===== src/rtl/seg_scan_pkg.sv =====
// seg_scan_pkg
// Shared definitions for the 7-segment scan controller:
//   state_t     - scan FSM states (BLANK dead-time slot, SHOW lit slot)
//   SEG_BLANK   - all segments off (active-low)
//   seg_decode  - BCD nibble to active-low {g,f,e,d,c,b,a}; A-F decode to blank
package seg_scan_pkg;

  typedef enum logic {
    BLANK = 1'b0,
    SHOW  = 1'b1
  } state_t;

  localparam logic [6:0] SEG_BLANK = 7'h7F;

  function automatic logic [6:0] seg_decode(input logic [3:0] nibble);
    logic [6:0] pat;
    case (nibble)
      4'd0:    pat = 7'h40;
      4'd1:    pat = 7'h79;
      4'd2:    pat = 7'h24;
      4'd3:    pat = 7'h30;
      4'd4:    pat = 7'h19;
      4'd5:    pat = 7'h12;
      4'd6:    pat = 7'h02;
      4'd7:    pat = 7'h78;
      4'd8:    pat = 7'h00;
      4'd9:    pat = 7'h10;
      default: pat = SEG_BLANK;
    endcase
    return pat;
  endfunction

endpackage


===== src/rtl/seg_scan_ctrl_tick_gen.sv =====
// seg_tick_gen
// Free-running scan-rate divider. Counts 0..DIV-1 and asserts tick for the
// single cycle in which the count equals DIV-1, then wraps to 0.
// Ports:
//   clk    in   system clock
//   rst_n  in   synchronous active-low reset (count cleared to 0)
//   tick   out  one-cycle pulse every DIV cycles
module seg_tick_gen #(
  parameter int unsigned DIV = 1000
) (
  input  logic clk,
  input  logic rst_n,
  output logic tick
);

  localparam int unsigned     CW       = $clog2(DIV);
  localparam logic [CW-1:0]   CNT_LAST = CW'(DIV - 1);

  logic [CW-1:0] r_cnt;

  always_ff @(posedge clk) begin
    if (!rst_n) begin
      r_cnt <= '0;
    end else if (r_cnt == CNT_LAST) begin
      r_cnt <= '0;
    end else begin
      r_cnt <= r_cnt + CW'(1);
    end
  end

  assign tick = (r_cnt == CNT_LAST);

endmodule


===== src/rtl/seg_scan_ctrl.sv =====
// seg_scan_ctrl
// Time-multiplexed scan controller for DIGITS common-anode 7-segment digits
// on a shared segment bus. Each digit gets one blank tick (anti-ghosting)
// followed by SHOW_TICKS lit ticks. New value/dp_mask are taken only at the
// frame-end cycle through load_valid/load_ready, so a frame is never torn.
// Optional build macro:
//   SEG_SCAN_LZB_EN - leading-zero blanking (a lit dp stops blanking for
//                     that digit and all lower digits; digit 0 never blanks)
// Ports:
//   clk         in   system clock
//   rst_n       in   synchronous active-low reset
//   load_valid  in   value/dp_mask offered
//   load_ready  out  high only in the frame-end cycle
//   value       in   BCD nibbles, digit i = value[4i+3:4i], digit 0 rightmost
//   dp_mask     in   decimal point per digit, 1 = lit
//   an          out  anode enables, active-low, at most one low
//   seg         out  segments {g,f,e,d,c,b,a}, active-low
//   dp          out  decimal point, active-low
module seg_scan_ctrl
  import seg_scan_pkg::*;
#(
  parameter int unsigned DIGITS     = 4,
  parameter int unsigned DIV        = 1000,
  parameter int unsigned SHOW_TICKS = 3
) (
  input  logic                  clk,
  input  logic                  rst_n,
  input  logic                  load_valid,
  output logic                  load_ready,
  input  logic [4*DIGITS-1:0]   value,
  input  logic [DIGITS-1:0]     dp_mask,
  output logic [DIGITS-1:0]     an,
  output logic [6:0]            seg,
  output logic                  dp
);

  localparam int unsigned   IW        = $clog2(DIGITS);
  localparam int unsigned   SW        = (SHOW_TICKS > 1) ? $clog2(SHOW_TICKS) : 1;
  localparam logic [IW-1:0] IDX_LAST  = IW'(DIGITS - 1);
  localparam logic [SW-1:0] SHOW_LAST = SW'(SHOW_TICKS - 1);

  logic                 w_tick;
  logic                 w_show_done;
  logic [3:0]           w_nib;
  logic                 w_dp_sel;
  logic                 w_lzb_sel;

  state_t               r_state;
  logic [IW-1:0]        r_idx;
  logic [SW-1:0]        r_show_cnt;
  logic [4*DIGITS-1:0]  r_value;
  logic [DIGITS-1:0]    r_dp_mask;
  logic [DIGITS-1:0]    r_an;
  logic [6:0]           r_seg;
  logic                 r_dp;

  seg_tick_gen #(
    .DIV (DIV)
  ) u_tick (
    .clk   (clk),
    .rst_n (rst_n),
    .tick  (w_tick)
  );

  // Last tick of the current SHOW slot; on the top digit this is frame end.
  assign w_show_done = w_tick && (r_state == SHOW) && (r_show_cnt == SHOW_LAST);
  assign load_ready  = w_show_done && (r_idx == IDX_LAST);

  // Per-digit selection of nibble, dp and blanking flag for the active index.
`ifdef SEG_SCAN_LZB_EN
  logic [DIGITS-1:0] w_lzb;
  logic              w_run;

  // Walk from the most significant digit down; the run of blanking survives
  // only while every digit seen so far is zero with its dp off.
  always_comb begin
    w_run = 1'b1;
    w_lzb = '0;
    for (int unsigned j = 0; j < DIGITS; j++) begin
      w_run = w_run & (r_value[4*(DIGITS-1-j) +: 4] == 4'd0)
                    & ~r_dp_mask[DIGITS-1-j];
      w_lzb[DIGITS-1-j] = w_run & (j != DIGITS - 1);
    end
  end
`else
  logic [DIGITS-1:0] w_lzb;
  assign w_lzb = '0;
`endif

  always_comb begin
    w_nib     = '0;
    w_dp_sel  = 1'b0;
    w_lzb_sel = 1'b0;
    for (int unsigned i = 0; i < DIGITS; i++) begin
      if (r_idx == IW'(i)) begin
        w_nib     = r_value[4*i +: 4];
        w_dp_sel  = r_dp_mask[i];
        w_lzb_sel = w_lzb[i];
      end
    end
  end

  // Scan FSM, digit index and shadow registers.
  always_ff @(posedge clk) begin
    if (!rst_n) begin
      r_state    <= BLANK;
      r_idx      <= '0;
      r_show_cnt <= '0;
      r_value    <= '0;
      r_dp_mask  <= '0;
    end else begin
      if (load_ready && load_valid) begin
        r_value   <= value;
        r_dp_mask <= dp_mask;
      end
      if (w_tick) begin
        case (r_state)
          BLANK: begin
            r_state    <= SHOW;
            r_show_cnt <= '0;
          end
          SHOW: begin
            if (r_show_cnt == SHOW_LAST) begin
              r_state    <= BLANK;
              r_show_cnt <= '0;
              r_idx      <= (r_idx == IDX_LAST) ? '0 : r_idx + IW'(1);
            end else begin
              r_show_cnt <= r_show_cnt + SW'(1);
            end
          end
          default: begin
            r_state    <= BLANK;
            r_show_cnt <= '0;
          end
        endcase
      end
    end
  end

  // Output registers: follow the FSM one cycle later.
  always_ff @(posedge clk) begin
    if (!rst_n) begin
      r_an  <= '1;
      r_seg <= SEG_BLANK;
      r_dp  <= 1'b1;
    end else if (r_state == SHOW) begin
      r_an  <= ~(DIGITS'(1) << r_idx);
      r_seg <= w_lzb_sel ? SEG_BLANK : seg_decode(w_nib);
      r_dp  <= ~w_dp_sel;
    end else begin
      r_an  <= '1;
      r_seg <= SEG_BLANK;
      r_dp  <= 1'b1;
    end
  end

  assign an  = r_an;
  assign seg = r_seg;
  assign dp  = r_dp;

endmodule

===== config.mk =====
export PLATFORM = sky130hd
export DESIGN_NAME = seg_scan_ctrl
export DESIGN_NICKNAME = d
export VERILOG_FILES = /design/src/rtl/seg_scan_pkg.sv /design/src/rtl/seg_scan_ctrl_tick_gen.sv /design/src/rtl/seg_scan_ctrl.sv
export SDC_FILE = /design/constraint.sdc
export NUM_CORES = 1
export LEC_CHECK = 0
export ABC_AREA = 1
export CORE_MARGIN = 1
export CORE_UTILIZATION = 50
export DETAILED_ROUTE_END_ITERATION = 16
export PLACE_DENSITY = 0.86
export RECOVER_POWER = 100
export SLEW_MARGIN = 20
export SYNTH_ARGS = -nofsm -noshare
export SYNTH_HDL_FRONTEND = slang
export SYNTH_HIERARCHICAL = 1
export SYNTH_SLANG_ARGS = --single-unit

===== constraint.sdc =====
create_clock -name clk -period 2.3 [get_ports clk]
set_clock_uncertainty 0.05 [all_clocks]
set_input_delay 0.345 -clock clk [delete_from_list [all_inputs] [get_ports clk]]
set_output_delay 0.345 -clock clk [all_outputs]
set_load 0.02 [all_outputs]

==> impl_metrics.json <==
{
  "status": "complete, no violations",
  "drtPass1Iterations": 4,
  "grt_pass1_wl_um": 7450,
  "crit_type": "register to output port",
  "dp_hpwl_um": 3380,
  "dpl_worst_slack_ns": 0.0208,
  "cts.clk_slew.worst_paths_ns": 0.08,
  "synth_mux_area_frac": 0,
  "p_int_mw": 1.06,
  "postRouteAntennaNets": 0,
  "remaining_drc_errors": 0,
  "regToRegSetupSlack_ns": 0.22,
  "cts_max_level": 2,
  "netlist_area_um2": 2150,
  "fp.dieW_um": 67.6,
  "track_usage": 0.221,
  "cp-end-kind": "output port",
  "p_per_area_nw_per_um2": 510,
  "clkPwrFrac": 0.336,
  "gp_congestion": 0.844,
  "ir_drop_uv": 381,
  "power.leakage_nw": 1.02,
  "drv_slew": 0,
  "area_growth_pct": 22.1,
  "cts_sinks": 47,
  "grt_overflow": 0,
  "fmax_ghz": 0.460,
  "postPlaceCellArea_um2": 2560,
  "yosysTopAreaCell": "dfxtp_1",
  "vias": 1841,
  "fin_util": 0.648,
  "fin_nets": 347,
  "layout-drive-gt1-share": 0.102,
  "top_usage_layer": "met2",
  "sw_frac_of_total": 0.208,
  "synthDistinctLibCells": 32,
  "multiInputGateArea_um2": 1030,
  "min-delay-start": "u_tick/r_cnt[0]",
  "required_ns": 1.90,
  "ios": 36,
  "nFillCells": 352,
  "yosys.area_share.simple": 0.262,
  "rows": 23,
  "synth-adder-area-share": 0.0581,
  "rr_startpoint": "r_idx[0]",
  "slew_headroom": 0.734,
  "dieHeight_um": 67.6,
  "yosys_register_bits": 47,
  "clockBufferDepth": 2,
  "whs_ns": 0.396,
  "cts_buffers": 5,
  "finalHoldViolCount": 0,
  "port_buffers": 35,
  "setup-tns-final_ns": 0,
  "routed_wl_um": 4350,
  "rsz0062_at_grt": "no",
  "maxCapViolCount": 0,
  "ff_latch_area_um2": 942,
  "core_region_area_um2": 4060,
  "synth_top_family_by_area": "simple AND/OR/NAND/NOR gates",
  "netlist_instances": 272,
  "viasPerCell": 5.07,
  "insertion_delay_ns": 0.29,
  "stdcell_area_um2": 2630,
  "power_switching_mw": 0.279,
  "combPwrFrac": 0.050,
  "grt_max_degree": 27,
  "worstHoldPathCells": 1,
  "r2r_end": "seg[3]",
  "timing.final.crit_share": 0.945,
  "grt_use_met3": 0.0591,
  "die_area_um2": 4570,
  "yosys_warnings": 6,
  "hold_path_end": "u_tick/r_cnt[0]",
  "grtUsageMet2": 0.361,
  "sequentialPowerShare": 0.614,
  "worst_slack_ns": 0.125,
  "cp_max_fo": 6,
  "initial_utilization": 0.530,
  "ys_top_cells_by_area": "dfxtp_1 44%, nand2_1 11%, a21oi_1 8.4%, ha_1 5.8%, nand3_1 5.6%",
  "r2r_cells": 11,
  "worstPathArrival_ns": 1.78,
  "clockRootBuffer": "clkbuf_8",
  "setup_viol": 0,
  "synth_xor_area_frac": 0.0203,
  "fin_crit_ns": 2.17,
  "post_drt_wl_per_cell_um": 12.0,
  "cts_tree": "yes",
  "synth-compound-area-share": 0.138,
  "yosysTopAreaCellShare": 0.437,
  "synth-seq-area-share": 0.437,
  "worstMarginPinSlew_ns": 0.399,
  "detail_route.iter0.violations": 103,
  "start_kind": "register",
  "diodes": 0,
  "hp-class": "register to register",
  "mappedNetlistNets": 305,
  "syn_avg_cell_area_um2": 7.91,
  "antenna_found_initial": 0,
  "grt_pass1_vias": 1709,
  "met1_usage": 0.277
}
cell type report:
type | instances | area share
sequential | 47 | 0.359
clock buffer | 6 | 0.0276
multi-input combinational | 186 | 0.391
timing repair buffer | 43 | 0.154
inverter | 31 | 0.0448
tap | 50 | 0.0238
worst max-delay path by stage:
| stage | depth (start not counted) | start | end |
|---|---|---|---|
| after floorplan | 12 | r_idx[0] | seg[3] |
| after global placement | 8 | u_tick/r_cnt[0] | load_ready |
| after detailed placement | 8 | u_tick/r_cnt[0] | load_ready |
| after CTS | 8 | u_tick/r_cnt[0] | load_ready |
| after global routing | 8 | u_tick/r_cnt[0] | load_ready |
| final | 8 | u_tick/r_cnt[1] | load_ready |
cell usage in the layout (no fill, tap or decap):
cell type,instances
nand2_1,65
dfxtp_1,46
a21oi_1,36
inv_1,26
nand3_1,24
clkdlybuf4s50_1,21
nor2_1,16
dlygate4sd3_1,13
ha_1,9
o21ai_0,8
buf_4,6
clkbuf_8,5
inv_2,3
nand2_2,3
clkbuf_1,3
xnor2_1,3
nor2_2,2
o211ai_1,2
nor2_4,2
nand3_2,2
a21oi_4,2
xor2_1,2
clkinv_2,1
nand3_4,1
nor2_8,1
nand2_4,1
clkinv_1,1
o21ai_1,1
o211a_1,1
a31oi_1,1
a211oi_1,1
nor4_1,1
clkdlybuf4s15_2,1
nand3b_1,1
ha_2,1
dfxtp_2,1
through the flow:
step	power [mW]	instances
after CTS	1.35	363
final	1.34	363
after detailed placement	0.910	357
after floorplan	0.861	272
after global routing	1.40	363
after global placement	0.907	357
cells by family after synthesis:
kind of cell	after synthesis
adders and majority gates	10
xor gates and xnor gates	5
and+or+nand+nor	119
DFF	47
AOI/OAI and AO/OA	52
buffers and inverters	39
sequential cells by signal (all words and copies together) (netlist names):
register      flops
r_show_cnt        2
dp                1
r_value          16
u_tick/r_cnt     10
an                4
seg               7
r_idx             2
r_state           1
r_dp_mask         4
layer usage:
| metal | up-vias | wire length, µm |
|---|---|---|
| li1 | 959 | - |
| met1 | 829 | 1960 |
| met2 | 45 | 2100 |
| met3 | 8 | 208 |
| met4 | 0 | 72 |
| met5 | - | 0 |
power by group through the flow:
stage	Combinational (mW)	Clock, mW	Sequential [mW]
after floorplan	0.0205	0	0.840
after global placement	0.0667	0	0.840
after detailed placement	0.0686	0	0.841
after CTS	0.0687	0.459	0.822
after global routing	0.0739	0.502	0.823
final	0.0675	0.450	0.822
synth_stat cells (all sizes together):
cell type	instances
xor2	2
ha	10
nand3	27
nand2	69
o211ai	2
nand3b	1
clkbuf	3
o21ai	9
xnor2	3
nor2	21
a211oi	1
inv	29
nor4	1
clkinv	2
a31oi	1
buf	5
dfxtp	47
o211a	1
a21oi	38
worst max-delay path: stages, from the launching register on:
cell	delay, ns
dfxtp_1	0.36
ha_2	0.22
inv_1	0.06
nor2_1	0.10
nand3_1	0.10
inv_1	0.13
nand3_4	0.13
nor2_8	0.12
clkdlybuf4s15_2	0.26
what timing repair did:
action / 4_1_cts / 5_1_grt
resized for setup: 3 / 3
hold buffers: 0 / 0
buffers inserted: 0 / 0
setup endpoints to repair: 1 / 4
No activity file was read; power rests on OpenSTA's default activity.
